[src/rtl/proc_pkg.sv]
// Shared opcode constants, FSM state encoding and control-output bundle for the
// multicycle processor control path.
package proc_pkg;

  localparam logic [5:0] OP_ADD  = 6'h00;
  localparam logic [5:0] OP_SUB  = 6'h01;
  localparam logic [5:0] OP_ADDI = 6'h02;
  localparam logic [5:0] OP_LW   = 6'h10;
  localparam logic [5:0] OP_SW   = 6'h11;
  localparam logic [5:0] OP_BEQ  = 6'h20;
  localparam logic [5:0] OP_J    = 6'h21;
  localparam logic [5:0] OP_HALT = 6'h3F;

  localparam logic [1:0] PC_SRC_INC    = 2'd0;
  localparam logic [1:0] PC_SRC_BRANCH = 2'd1;
  localparam logic [1:0] PC_SRC_JUMP   = 2'd2;

  localparam logic [2:0] ALU_ADD = 3'd0;
  localparam logic [2:0] ALU_SUB = 3'd1;

  typedef enum logic [2:0] {
    ST_FETCH, ST_DECODE, ST_EXEC, ST_MEM, ST_WB, ST_HALT, ST_TRAP
  } state_t;

  // Outputs that depend only on the state and latched opcode.
  typedef struct packed {
    logic       imem_req;
    logic       dmem_req;
    logic       dmem_we;
    logic [2:0] alu_op;
    logic       alu_src_imm;
    logic       reg_we;
    logic       reg_dst_rt;
    logic       mem_to_reg;
    logic       halted;
    logic       trap;
  } ctrl_t;

  function automatic logic op_legal(input logic [5:0] op);
    case (op)
      OP_ADD, OP_SUB, OP_ADDI, OP_LW, OP_SW, OP_BEQ, OP_J, OP_HALT: return 1'b1;
      default: return 1'b0;
    endcase
  endfunction

  function automatic ctrl_t state_ctrl(input state_t st, input logic [5:0] op);
    ctrl_t c;
    c = '0;
    case (st)
      ST_FETCH: c.imem_req = 1'b1;
      ST_EXEC: begin
        c.alu_op      = ((op == OP_SUB) || (op == OP_BEQ)) ? ALU_SUB : ALU_ADD;
        c.alu_src_imm = (op == OP_ADDI) || (op == OP_LW) || (op == OP_SW);
      end
      ST_MEM: begin
        c.dmem_req = 1'b1;
        c.dmem_we  = (op == OP_SW);
      end
      ST_WB: begin
        c.reg_we     = 1'b1;
        c.reg_dst_rt = (op == OP_ADDI) || (op == OP_LW);
        c.mem_to_reg = (op == OP_LW);
      end
      ST_HALT: c.halted = 1'b1;
      ST_TRAP: c.trap   = 1'b1;
      default: ;
    endcase
    return c;
  endfunction

endpackage

[src/rtl/control_fsm_if.sv]
// Instruction- and data-memory handshakes: req is held until the matching ready
// is seen high in the same cycle; ready is ignored while req is low.
interface control_fsm_if;
  logic imem_req;
  logic imem_ready;
  logic dmem_req;
  logic dmem_we;
  logic dmem_ready;

  modport master (output imem_req, dmem_req, dmem_we, input imem_ready, dmem_ready);
  modport slave  (input imem_req, dmem_req, dmem_we, output imem_ready, dmem_ready);
endinterface

[src/rtl/control_fsm_wait_timer.sv]
// Counts consecutive un-ready cycles of a memory handshake; expired flags the
// last allowed wait cycle (a ready arriving in that cycle still wins).
module wait_timer #(
  parameter int unsigned TIMEOUT = 15
) (
  input  logic clk,
  input  logic rst_n,
  input  logic waiting,
  input  logic ready,
  output logic expired
);

  localparam logic [7:0] LAST = 8'(TIMEOUT - 1);

  logic [7:0] count;

  assign expired = waiting && !ready && (count == LAST);

  always_ff @(posedge clk) begin
    if (!rst_n)                count <= '0;
    else if (!waiting || ready) count <= '0;
    else                        count <= count + 8'd1;
  end

endmodule

[src/rtl/control_fsm.sv]
// Multicycle control FSM: fetch, decode, execute, memory and write-back
// sequencing with handshake timeouts and absorbing HALT/TRAP states.
module control_fsm
  import proc_pkg::*;
#(
  parameter int unsigned MEM_TIMEOUT = 15
) (
  input  logic                 clk,
  input  logic                 rst_n,
  input  logic [5:0]           op,
  input  logic                 zero,
  control_fsm_if.master        mem,
  output logic                 ir_we,
  output logic                 pc_we,
  output logic                 reg_we,
  output logic [1:0]           pc_src,
  output logic [2:0]           alu_op,
  output logic                 alu_src_imm,
  output logic                 reg_dst_rt,
  output logic                 mem_to_reg,
  output logic                 halted,
  output logic                 trap,
  output state_t               dbg_state
);

  state_t     state, state_nxt;
  logic [5:0] op_q, op_nxt;
  ctrl_t      ctrl;
  logic       fetching, accessing, wait_ready, timed_out;

  // Gate on the registered request so the idle cycle after reset cannot fetch.
  assign fetching   = (state == ST_FETCH) && ctrl.imem_req;
  assign accessing  = (state == ST_MEM) && ctrl.dmem_req;
  assign wait_ready = (state == ST_MEM) ? mem.dmem_ready : mem.imem_ready;

  wait_timer #(.TIMEOUT(MEM_TIMEOUT)) u_wait_timer (
    .clk     (clk),
    .rst_n   (rst_n),
    .waiting (fetching || accessing),
    .ready   (wait_ready),
    .expired (timed_out)
  );

  always_comb begin
    state_nxt = state;
    op_nxt    = op_q;
    case (state)
      ST_FETCH: begin
        if (fetching && mem.imem_ready) state_nxt = ST_DECODE;
        else if (timed_out)             state_nxt = ST_TRAP;
      end
      ST_DECODE: begin
        op_nxt = op;
        if (op == OP_HALT)     state_nxt = ST_HALT;
        else if (!op_legal(op)) state_nxt = ST_TRAP;
        else                    state_nxt = ST_EXEC;
      end
      ST_EXEC: begin
        case (op_q)
          OP_LW, OP_SW:  state_nxt = ST_MEM;
          OP_BEQ, OP_J:  state_nxt = ST_FETCH;
          default:       state_nxt = ST_WB;
        endcase
      end
      ST_MEM: begin
        if (accessing && mem.dmem_ready) state_nxt = (op_q == OP_SW) ? ST_FETCH : ST_WB;
        else if (timed_out)              state_nxt = ST_TRAP;
      end
      ST_WB:   state_nxt = ST_FETCH;
      default: state_nxt = state;
    endcase
  end

  always_ff @(posedge clk) begin
    if (!rst_n) begin
      state <= ST_FETCH;
      op_q  <= '0;
      ctrl  <= '0;
    end else begin
      state <= state_nxt;
      op_q  <= op_nxt;
      ctrl  <= state_ctrl(state_nxt, op_nxt);
    end
  end

  // These strobes react to ready/zero in the same cycle, so they stay combinational.
  always_comb begin
    ir_we  = fetching && mem.imem_ready;
    pc_we  = 1'b0;
    pc_src = PC_SRC_INC;
    case (state)
      ST_EXEC: begin
        if (op_q == OP_BEQ) begin
          pc_we  = 1'b1;
          pc_src = zero ? PC_SRC_BRANCH : PC_SRC_INC;
        end else if (op_q == OP_J) begin
          pc_we  = 1'b1;
          pc_src = PC_SRC_JUMP;
        end
      end
      ST_MEM:  pc_we = accessing && mem.dmem_ready && (op_q == OP_SW);
      ST_WB:   pc_we = 1'b1;
      default: ;
    endcase
  end

  assign mem.imem_req = ctrl.imem_req;
  assign mem.dmem_req = ctrl.dmem_req;
  assign mem.dmem_we  = ctrl.dmem_we;
  assign reg_we       = ctrl.reg_we;
  assign alu_op       = ctrl.alu_op;
  assign alu_src_imm  = ctrl.alu_src_imm;
  assign reg_dst_rt   = ctrl.reg_dst_rt;
  assign mem_to_reg   = ctrl.mem_to_reg;
  assign halted       = ctrl.halted;
  assign trap         = ctrl.trap;
  assign dbg_state    = state;

endmodule

[src/flat_wrapper.sv]
// flat-port wrapper written by rule: the top's interface ports become plain ports
module control_fsm_flat import proc_pkg::*;
#(
  parameter int unsigned MEM_TIMEOUT = 15
)
  (clk, rst_n, op, zero, ir_we, pc_we, reg_we, pc_src, alu_op, alu_src_imm, reg_dst_rt, mem_to_reg, halted, trap, dbg_state, mem_imem_req, mem_dmem_req, mem_dmem_we, mem_imem_ready, mem_dmem_ready);
  control_fsm_if mem_i ();
  input  logic clk;
  input  logic rst_n;
  input  logic [5:0] op;
  input  logic zero;
  output logic ir_we;
  output logic pc_we;
  output logic reg_we;
  output logic [1:0] pc_src;
  output logic [2:0] alu_op;
  output logic alu_src_imm;
  output logic reg_dst_rt;
  output logic mem_to_reg;
  output logic halted;
  output logic trap;
  output state_t dbg_state;
  output wire logic [$bits(mem_i.imem_req)-1:0] mem_imem_req;
  output wire logic [$bits(mem_i.dmem_req)-1:0] mem_dmem_req;
  output wire logic [$bits(mem_i.dmem_we)-1:0] mem_dmem_we;
  input wire logic [$bits(mem_i.imem_ready)-1:0] mem_imem_ready;
  input wire logic [$bits(mem_i.dmem_ready)-1:0] mem_dmem_ready;
  assign mem_imem_req = mem_i.imem_req;
  assign mem_dmem_req = mem_i.dmem_req;
  assign mem_dmem_we = mem_i.dmem_we;
  assign mem_i.imem_ready = mem_imem_ready;
  assign mem_i.dmem_ready = mem_dmem_ready;
  control_fsm #(.MEM_TIMEOUT(MEM_TIMEOUT)) u_core (.clk(clk), .rst_n(rst_n), .op(op), .zero(zero), .mem(mem_i), .ir_we(ir_we), .pc_we(pc_we), .reg_we(reg_we), .pc_src(pc_src), .alu_op(alu_op), .alu_src_imm(alu_src_imm), .reg_dst_rt(reg_dst_rt), .mem_to_reg(mem_to_reg), .halted(halted), .trap(trap), .dbg_state(dbg_state));
endmodule
[config.mk]
export PLATFORM = sky130hd
export DESIGN_NAME = control_fsm_flat
export DESIGN_NICKNAME = d
export VERILOG_FILES = /design/src/rtl/proc_pkg.sv /design/src/rtl/control_fsm_if.sv /design/src/rtl/control_fsm_wait_timer.sv /design/src/rtl/control_fsm.sv /design/src/flat_wrapper.sv
export SDC_FILE = /design/constraint.sdc
export NUM_CORES = 1
export LEC_CHECK = 0
export BUFFER_PORTS_ARGS = -buffer_cell sky130_fd_sc_hd__buf_4
export CAP_MARGIN = 20
export CORE_UTILIZATION = 45
export CTS_CLUSTER_SIZE = 40
export DETAILED_ROUTE_END_ITERATION = 8
export PLACE_DENSITY = 0.67
export SKIP_LAST_GASP = 1
export SYNTH_ARGS = -nofsm -noshare
export SYNTH_HDL_FRONTEND = slang
export SYNTH_HIERARCHICAL = 1
export SYNTH_SLANG_ARGS = --single-unit
[constraint.sdc]
create_clock -name clk -period 3.8 [get_ports clk]
set_input_delay 0.38 -clock clk [delete_from_list [all_inputs] [get_ports clk]]
set_output_delay 0.38 -clock clk [all_outputs]
set_load 0.01 [all_outputs]
======== Word-level counts from Yosys, hierarchy flattened ========
Cells that the tools add are included.
cells by class
  $add $sub $neg .......................... 1
  multiply operators ...................... 0
  divide/modulo/power cells ............... 0
  order comparisons ....................... 0
  equality and inequality tests ........... 26
  shifts and indexed selects .............. 0
  mux-type cells .......................... 26
  bitwise gates (word level) .............. 1
  reductions and logical operators ........ 24
operators by type and width
  operator                                             count
  equality test 6 x 5 -> 1 bit, second input constant  6
  equality test 6 bit, second input constant           6
  2-to-1 mux 3 bit                                     7
  case mux 3 bit (5 select lines)                      1
  equality test 3 x 2 -> 1 bit, second input constant  4
  equality test 3 bit, second input constant           4
  equality test 6 x 1 -> 1 bit, second input constant  2
  equality test 6 x 2 -> 1 bit, second input constant  2
  2-to-1 mux 1 bit                                     11
  adder 8 x 1 -> 8 bit, second input constant          1
  equality test 8 x 4 -> 1 bit, second input constant  1
  2-to-1 mux 2 bit                                     4
  OR reduction 8 bit                                   1
  logical AND 1 bit                                    7
  zero test 3 bit                                      2
  zero test 6 bit                                      1
  2-to-1 mux 6 bit                                     1
  case mux 3 bit (2 select lines)                      1
  AND reduction 2 bit                                  3
  OR reduction 2 bit                                   3
  logical OR 1 bit                                     5
  equality test 3 x 1 -> 1 bit, second input constant  1
  case mux 1 bit (3 select lines)                      1
  zero test 1 bit                                      2
  inverter 1 bit                                       1
storage, ports and cells
  register bits after elaboration ......... 29
  bits in latches ......................... 0
  bits in writable memories ............... 0
  bits in read-only memories .............. 0
  bits of input ports ..................... 11
  output and inout port bits .............. 19
  word-level logic and storage cells ...... 91
  memories kept ........................... 0

======== Depth between registers and ports, before layout ========
Gate-level depths: netlist (run 1).
  word-level depth ........................ 10
  mapped depth ............................ 12
  depth with buffers taken out ............ 11

======== By module ========
The synthesis (run 1) kept the hierarchy.
modules (own cells, without submodules)
  module       instances  cells an instance  area each (µm²)  seq. area each (µm²)
  control_fsm  1          146                1,124.8          380.4
  wait_timer   1          38                 352.8            160.2

======== Worst setup path after synthesis (run 1) ========
No wires, ideal clock.
  path type ............................... register to register
  start point ............................. register u_core.state[1] (netlist: u_core/dbg_state[1])
  end point ............................... register u_core.ctrl, in the netlist u_core/reg_dst_rt
  library setup time ...................... 0.103 ns
  arrival time ............................ 2.541 ns
  required time ........................... 3.697 ns
  path slack .............................. 1.156 ns
  stages on the path, launching flop included .. 12
  path buffers ............................ 1
  period minus slack after synthesis ...... 2.644 ns
  path through ............................ dfxtp_1 clkbuf_1 a31oi_1 nor2_1 nor4b_1 nand3_1 nor4b_1 a21bo_2 a22oi_1 a22oi_1 and2_1 a2111oi_2
on the way
  longest elaborated chain between the ends .. 10
  elaborated cells between the ends (all ways) .. 24
  those cells by class .................... 7 x eq/ne; 6 x mux; 11 x reduce/logical
RTL lines
  what                                                                    RTL line                                                 text
  start, declared                                                         control_fsm.sv:26                                        state_t state, state_nxt;
  start signal, assigned                                                  control_fsm.sv:80                                        state <= state_nxt;
  equality test 3 x 2 -> 1 bit / zero test 3 bit (equally long branches)  control_fsm.sv:33, control_fsm.sv:34, control_fsm.sv:32
  2-to-1 mux 1 bit (tied with other cells)                                control_fsm.sv:34                                        assign wait_ready = (state == ST_MEM) ? mem.dmem_ready : mem.imem_ready;
  zero test 1 bit / logical OR 1 bit (equally long branches)              control_fsm_wait_timer.sv:17, control_fsm.sv:39
  logical AND 1 bit (*) (2 in series)                                     control_fsm_wait_timer.sv:17                             assign expired = waiting && !ready && (count == LAST);
  named net u_core.timed_out                                              control_fsm.sv:29                                        logic fetching, accessing, wait_ready, timed_out;
  2-to-1 mux 3 bit (*)                                                    control_fsm.sv:50, control_fsm.sv:67
  2-to-1 mux 3 bit, on equally long branches                              control_fsm.sv:66, control_fsm.sv:49
  case mux 3 bit (5 select lines) (*)                                     control_fsm.sv:47                                        case (state)
  equality test 3 bit (*)                                                 proc_pkg.sv:49                                           case (st)
  AND reduction 2 bit (no source line) (*)                                n/a
  end signal, assigned                                                    control_fsm.sv:82                                        ctrl <= state_ctrl(state_nxt, op_nxt);
  end, declared                                                           control_fsm.sv:28                                        ctrl_t ctrl;
Mark *: on every way through the listed nets, which the timed path passes. The rest lies on a longest branch.
A chain may end at the register's enable or synchronous reset.

======== Worst setup path after layout (run 1) ========
  start point ............................. register u_core.state[1] (netlist: u_core/dbg_state[1])
  end point ............................... register u_core.ctrl, in the netlist u_core/alu_op[0]
on the way
  longest elaborated chain between the ends .. 10
  elaborated cells between the ends (all ways) .. 25
  those cells by class .................... 7 x eq/ne; 7 x mux; 11 x reduce/logical
RTL lines
  what                                        RTL line
  equality test 3 x 2 -> 1 bit (*)            control_fsm.sv:34
  2-to-1 mux 1 bit (*)                        control_fsm.sv:34
  named net u_core.wait_ready                 control_fsm.sv:29
  zero test 1 bit (*)                         control_fsm_wait_timer.sv:17
  logical AND 1 bit (*) (2 in series)         control_fsm_wait_timer.sv:17
  named net u_core.timed_out                  control_fsm.sv:29
  2-to-1 mux 3 bit (*)                        control_fsm.sv:50, control_fsm.sv:67
  2-to-1 mux 3 bit, on equally long branches  control_fsm.sv:66, control_fsm.sv:49
  case mux 3 bit (5 select lines) (*)         control_fsm.sv:47
  equality test 3 x 2 -> 1 bit (*)            proc_pkg.sv:49
  AND reduction 2 bit (no source line) (*)    n/a
Marks and branches as above.

==> load_flow_metrics.sql, run 1 <==
INSERT INTO impl_metrics (metric_group, metric, value, unit) VALUES
('status', 'status', 'finished, final reports clean', ''),
('yosys', 'post_synth_fa_ha_maj_area_fraction', '1.693', '%'),
('placement', 'place_hpwl', '2.573', 'mm'),
('grt', 'grt_overflow_total', '0', ''),
('detailed_routing', 'detail-route-antenna-nets', '0', ''),
('timing', 'timing.hold.ws', '314.9', 'ps'),
('clock_tree', 'postCtsSetupRepairBufs', '0', ''),
('worst_setup_path', 'worstSetupPathType', 'flip-flop to flip-flop', ''),
('yosys', 'synth_edf_count', '0', ''),
('layout', 'final_core_util', '56.02', '%'),
('clock_tree', 'cts.sink_count', '27', ''),
('detailed_routing', 'avgRoutedWirePerCell', '13.79', 'um'),
('layout', 'flip_flop_count_of_the_largest_register_all_copies_and_words_added', '8', ''),
('worst_setup_path', 'cp-end-kind', 'flip-flop', ''),
('clock_tree', 'tritoncts.num_buffers', '3', ''),
('yosys', 'synth_seq_area_share', '36.58', '%'),
('yosys', 'yosys_warnings', '6', ''),
('power_and_ir_drop', 'p_switching', '288.2', 'uW'),
('layout', 'antenna_diodes', '0', ''),
('timing', 'max_freq', '305.7', 'MHz'),
('power_and_ir_drop', 'report.power.total', '756.9', 'uW'),
('worst_setup_path', 'largest_fanout_on_the_critical_path', '18', ''),
('clock_tree', 'cts-root-buf', 'clkbuf_4', ''),
('clock_tree', 'cts-htree-levels', '1', ''),
('worst_setup_path', 'worstPathRequired', '4090', 'ps'),
('die', 'die_height', '59.31', 'um'),
('power_and_ir_drop', 'vdd_drop_max', '0.2495', 'mV'),
('worst_setup_path', 'slowest_stage', 'dfxtp_1', ''),
('die', 'pin_count', '30', ''),
('layout', 'drive_gt1_share', '18.84', '%'),
('power_and_ir_drop', 'leakagePower', '0.6579', 'nW'),
('layout', 'mostFrequentLayoutCells', 'buf_4, dfxtp_1, nand2_1', ''),
('yosys', 'synth_top_family_by_area', 'simple AND/OR/NAND/NOR gates', ''),
('run', 'cap_viol_max_count', '0', ''),
('grt', 'via_count_of_the_first_global_routing_pass', '1210', ''),
('layout', 'finish.net_count', '221', ''),
('worst_setup_path', 'max_stage_delay', '700', 'ps'),
('worst_setup_path', 'crit_chain', 'nand2_1 > o21ai_1 > o31ai_1 > nor4b_1 > nand3_1 > nor4b_1 > a21bo_2 > o21ai_1 > o211ai_1 > nor3_1 > and3_1', ''),
('yosys', 'synth.avg_cell_area', '8.031', 'um2'),
('clock_tree', 'postcts_resize_cnt', '0', ''),
('detailed_routing', 'drt_wl_total', '3.461', 'mm'),
('yosys', 'synthMuxAreaShare', '0.6774', '%'),
('yosys', 'synth_compound_area_share', '18.04', '%'),
('clock_tree', 'clk-insertion-delay-late', '330', 'ps'),
('yosys', 'synth_cells', '184', ''),
('detailed_routing', 'dr_vias', '1405', ''),
('layout', 'area.sequential', '540.5', 'um2'),
('detailed_routing', 'detail_route.drc_violations', '0', ''),
('worst_hold_path', 'worst_hold_path_type', 'input pin to flip-flop', ''),
('grt', 'track_usage', '20.62', '%'),
('layout', 'synthToLayoutAreaGrowth', '16.68', '%'),
('yosys', 'synth_top_flop_cell', 'dfxtp_1', ''),
('worst_setup_path', 'critical_path.startpoint_type', 'flip-flop', ''),
('yosys', 'flops_latches_synth', '27', ''),
('clock_tree', 'cts-root-to-sink-buffers', '2', ''),
('yosys', 'post_synth_main_area_contributors', 'dfxtp_1, nand2_1, nor2_1, a21boi_1, xor2_1', ''),
('placement', 'portBuffers', '27', ''),
('layout', 'fillers', '301', ''),
('clock_tree', 'holdBufCountCts', '0', ''),
('power_and_ir_drop', 'switching_share', '38.08', '%'),
('timing', 'maxSlewHeadroom', '60.14', '%'),
('clock_tree', 'clkTransAtPathRegs', '150', 'ps'),
('die', 'placement_rows', '20', ''),
('worst_setup_path', 'critical_path_buf_inv_count', '0', ''),
('grt', 'grt_antenna_before_repair', '0', ''),
('yosys', 'netlist-cell-type-count', '47', ''),
('layout', 'largest-register', 'u_core/u_wait_timer/count', ''),
('power_and_ir_drop', 'comb_power_share', '35.6', '%'),
('timing', 'grt_setup_unrepaired', 'false', ''),
('yosys', 'async_flop_share', '0', '%'),
('yosys', 'yosys.area_share.xor_xnor', '4.149', '%');
[synth_stat cells (3+ instances only)]
cell type / n
o21ai_0: 4
nor2b_1: 4
xor2_1: 5
nor3b_1: 4
nand2_1: 26
a21oi_1: 8
nor4b_1: 3
nand3_1: 4
or3_1: 3
nor4_1: 4
and2_1: 4
nand4_1: 3
clkbuf_1: 6
nor3_1: 8
inv_1: 5
dfxtp_1: 27
nor2_1: 16
a21boi_1: 6
nand2b_1: 3
o21ai_1: 5
[metal layers]
layer,vias to the layer above,GRT usage (%),share of wire [%]
met5,-,0,0
met4,0,6.122,1.2
met3,6,5.459,6.0
met2,50,31.94,45
met1,652,27.97,48
li1,697,-,-
[through the flow]
step,std cells,setup WS (ps),cell area [um2]
after floorplan,185,1156,1481
after global placement,247,928.5,1697
after detailed placement,247,706.9,1697
after CTS,251,672.3,1724
after global routing,251,302.7,1724
final,251,528.4,1724
[final timing paths]
check | from | to | slack, ps | depth (start not counted)
worst max-delay path | u_core/dbg_state[1] | u_core/alu_op[0] | 530 | 11
worst min-delay path | op[3] | u_core/op_q[3] | 310 | 3
worst max register to register | u_core/dbg_state[1] | u_core/alu_op[0] | 530 | 11
worst min register to register | u_core/op_q[2] | u_core/op_q[2] | 500 | 2
[kinds of logic (layout without fill, tap and decap cells)]
logic type,after synthesis,in the layout
multiplexers,1,1
XOR/XNOR,7,7
buffers and inverters,14,36
AO/OA/AOI/OAI,38,38
adder cells (fa/ha/maj),2,2
flip-flops,27,27
other,1,2
AND/OR/NAND/NOR,94,94
[tightest hold or removal path: cells and delay by family]
family,cells,cell delay (ps)
buffers and inverters,1,130
AND/OR/NAND/NOR,1,60
AO/OA/AOI/OAI,1,50
[power groups by stage]
stage | Combinational (mW) | Clock (mW) | Sequential [mW]
floorplan | 0.199 | 0 | 0.345
global placement | 0.264 | 0 | 0.365
detailed placement | 0.266 | 0 | 0.366
CTS | 0.266 | 0.129 | 0.360
global route | 0.299 | 0.141 | 0.366
finish | 0.269 | 0.126 | 0.362
[area by class of cell]
class                           count  share of cell area, %
Clock buffer                        3                  1.306
Clock inverter                      1                 0.2903
Inverter                            5                  1.089
Multi-Input combinational cell    144                  51.02
Sequential cell                    27                  31.35
Tap cell                           44                  3.193
Timing Repair Buffer               27                  11.76
No activity file was read; power rests on OpenSTA's default activity.
==> run 2, diff against run 1 <==
SYNTH_HIERARCHICAL = unset   (was 1)
==> run 2 against run 1 <==
Final area down 0.65%. Clock skew rose by 12 ps. Largest power group unchanged. Synthesized cell count decreased by 3.3%. Utilization is 0.81 points lower. Die area grew 0.64%. Power decreased by 30%. Critical path depth decreased by 6.
==> load_flow_metrics.sql, run 2 <==
INSERT INTO impl_metrics (metric_group, metric, value, unit) VALUES
('yosys', 'flops_latches_synth', '27', ''),
('placement', 'globalplace.congestion', '0.8962', ''),
('power_and_ir_drop', 'vdd_drop_max', '0.1305', 'mV'),
('detailed_routing', 'detail-route-antenna-nets', '0', ''),
('worst_setup_path', 'rr_startpoint', 'u_core.dbg_state[1]', ''),
('worst_setup_path', 'largest_fanout_on_the_critical_path', '12', ''),
('clock_tree', 'clk-insertion-delay-late', '330', 'ps'),
('power_and_ir_drop', 'cellInternalPower', '375.9', 'uW'),
('die', 'pin_count', '30', ''),
('detailed_routing', 'avgRoutedWirePerCell', '14.14', 'um'),
('placement', 'detailed_place.area', '1685', 'um2'),
('detailed_routing', 'vias_per_cell', '5.541', ''),
('clock_tree', 'postCtsSetupRepairBufs', '0', ''),
('placement', 'place_hpwl', '2.523', 'mm'),
('placement', 'portBuffers', '27', ''),
('clock_tree', 'cts_tree', 'yes', ''),
('yosys', 'netlist.top_cell.by_area', 'dfxtp_1', ''),
('layout', 'synthToLayoutAreaGrowth', '15.14', '%'),
('die', 'design.core.area', '3103', 'um2'),
('grt', 'via_count_of_the_first_global_routing_pass', '1220', ''),
('worst_setup_path', 'critical_path.startpoint_type', 'flip-flop', ''),
('detailed_routing', 'detail_route.drc_violations', '0', ''),
('timing', 'grt_setup_unrepaired', 'false', ''),
('clock_tree', 'cts-root-buf', 'clkbuf_4', ''),
('timing', 'setup_viol', '0', ''),
('worst_setup_path', 'critPathCapture', 'u_core.mem.dmem_we', ''),
('yosys', 'syn_area', '1488', 'um2'),
('clock_tree', 'holdBufCountCts', '0', ''),
('power_and_ir_drop', 'power_frac_clock', '23.3', '%'),
('yosys', 'async_flop_share', '0', '%'),
('clock_tree', 'postcts_resize_cnt', '0', ''),
('yosys', 'synth.most_common_cell', 'dfxtp_1', ''),
('detailed_routing', 'tritonroute_pass_1_iters', '4', ''),
('worst_setup_path', 'r2r.worst_path.cells', '5', ''),
('timing', 'setup_tns', '0', 'ps'),
('layout', 'mostFrequentLayoutCells', 'buf_4, dfxtp_1, nand2_1', ''),
('grt', 'grt_overflow_total', '0', ''),
('worst_setup_path', 'rrSetupSlack', '1420', 'ps'),
('timing', 'max_freq', '420.4', 'MHz'),
('power_and_ir_drop', 'p_switching', '157.6', 'uW'),
('yosys', 'synth_cells', '178', ''),
('timing', 'final_max_slew_viol_count', '0', ''),
('clock_tree', 'clkTransAtPathRegs', '150', 'ps'),
('worst_hold_path', 'worst_hold_path_type', 'input pin to flip-flop', ''),
('run', 'cap_viol_max_count', '0', ''),
('layout', 'largest-register', 'u_core.u_wait_timer.count', ''),
('power_and_ir_drop', 'pwr-share-seq', '57.2', '%'),
('power_and_ir_drop', 'switching_share', '29.54', '%'),
('worst_setup_path', 'r2r_end', 'u_core.mem.dmem_we', ''),
('clock_tree', 'tritoncts.num_buffers', '3', ''),
('worst_setup_path', 'cp-end-kind', 'flip-flop', ''),
('die', 'die_w', '59.50', 'um'),
('yosys', 'synth_seq_area_share', '36.33', '%'),
('layout', 'flip_flop_count_of_the_largest_register_all_copies_and_words_added', '8', ''),
('clock_tree', 'cts-htree-levels', '1', ''),
('worst_setup_path', 'critPathLaunch', 'u_core.dbg_state[1]', ''),
('power_and_ir_drop', 'comb_power_share', '19.5', '%'),
('die', 'die_height', '59.50', 'um'),
('timing', 'endpoints_failing_hold', '0', ''),
('worst_setup_path', 'worst_ep_arrival_time', '2640', 'ps'),
('yosys', 'synth_edf_count', '0', ''),
('die', 'die_area', '3540', 'um2'),
('detailed_routing', 'drt-initial-drc-count', '30', ''),
('yosys', 'synth_largest_type_area_fraction', '36.33', '%'),
('status', 'status', 'finished, final reports clean', ''),
('die', 'initial_core_util', '47.94', '%'),
('yosys', 'synth_top_flop_cell', 'dfxtp_1', ''),
('worst_setup_path', 'worstPathRequired', '4070', 'ps'),
('grt', 'first_pass_grt_wire_length', '5.595', 'mm'),
('timing', 'setup_slack', '1422', 'ps'),
('yosys', 'netlist-cell-type-count', '49', ''),
('clock_tree', 'cts-root-to-sink-buffers', '2', ''),
('worst_hold_path', 'holdCritStartpoint', 'op[3]', ''),
('power_and_ir_drop', 'leakagePower', '0.6707', 'nW'),
('timing', 'finClkSkew', '17.69', 'ps'),
('detailed_routing', 'dr_vias', '1341', ''),
('clock_tree', 'cts.sink_count', '27', ''),
('yosys', 'yosys_warnings', '0', ''),
('yosys', 'yosys-top-cells-count', 'dfxtp_1, nand2_1, nor2_1', ''),
('timing', 'fin_crit_sh', '62.59', '%'),
('yosys', 'synth.avg_cell_area', '8.358', 'um2'),
('worst_setup_path', 'worstSetupPathType', 'flip-flop to flip-flop', ''),
('detailed_routing', 'drt_wl_total', '3.421', 'mm'),
('grt', 'pin_count_of_the_biggest_net_entering_global_routing', '16', ''),
('die', 'placement_rows', '20', ''),
('timing', 'maxSlewHeadroom', '44.49', '%'),
('placement', 'post-place-ws', '1483', 'ps'),
('layout', 'antenna_diodes', '0', ''),
('worst_hold_path', 'worst_hold_path.num_cells', '3', ''),
('grt', 'track_usage', '20.89', '%'),
('layout', 'drive_gt1_share', '19.70', '%'),
('yosys', 'post_synth_main_area_contributors', 'dfxtp_1, nand2_1, nor2_1, a21oi_1, xor2_1', ''),
('power_and_ir_drop', 'power_density', '311.5', 'nW/um2'),
('timing', 'slew_worst_pin', '827.1', 'ps'),
('layout', 'finish.net_count', '212', ''),
('grt', 'grt_antenna_before_repair', '0', ''),
('timing', 'final_period_minus_worst_setup_slack', '2378', 'ps'),
('layout', 'post-route-cell-area', '1713', 'um2');
-- run 2: how the worst min path moves through the flow --
stage / end
after global placement: u_core.u_wait_timer.count[0]
final: u_core.op_q[3]
after CTS: u_core.dbg_state[2]
after global routing: u_core.dbg_state[2]
after detailed placement: u_core.u_wait_timer.count[0]
after floorplan: u_core.u_wait_timer.count[0]
-- run 2: metrics by stage --
stage	hold slack [ps]	cells	power, mW	utilization, %
after floorplan	441.1	179	0.3818	-
after global placement	462.6	238	0.4129	54.31
after detailed placement	470.5	238	0.4145	54.31
after CTS	291.9	242	0.5383	55.20
after global routing	292.3	242	0.5617	55.20
final	301.2	242	0.5335	55.20
-- run 2: cell type report --
| class | instances | area, um2 |
|---|---|---|
| multi-input combinational | 134 | 864.6 |
| tap | 44 | 55.05 |
| clock inverter | 1 | 5.005 |
| clock buffer | 3 | 22.52 |
| sequential | 27 | 540.5 |
| fill | 324 | 1390 |
| timing repair buffer | 27 | 202.7 |
| inverter | 6 | 22.52 |
-- run 2: kinds of logic after synthesis --
logic type,count (synthesis),synth area share (%)
and+or+nand+nor,89,36.08
muxes,3,2.019
xor gates and xnor gates,9,5.298
buffers and inverters,18,5.802
DFF,27,36.33
adders and majority gates,2,1.682
other,1,0.2521
AOI/OAI and AO/OA,29,12.53
-- run 2: layer usage --
metal  up-vias  routed length, um  global-route usage, %
li1        672                  -                      -
met3         5                113                  2.838
met2        30               1520                  33.23
met4         0                 46                  6.977
met1       634               1741                  29.05
met5         -                  0                      0
-- run 2: power groups by stage --
stage	registers, mW	clock network (mW)	logic (mW)
6_report	0.305	0.124	0.104
5_1_grt	0.307	0.140	0.115
4_1_cts	0.305	0.130	0.103
3_5_place_dp	0.311	0	0.103
3_3_place_gp	0.311	0	0.102
2_1_floorplan	0.307	0	0.0748
-- run 2: critical path, cell delays in order (launching register included) --
cell and delay, ps:
dfxtp_1 600, inv_1 200, a31o_1 260, and3_4 190, or4_1 750, nor4b_4 310
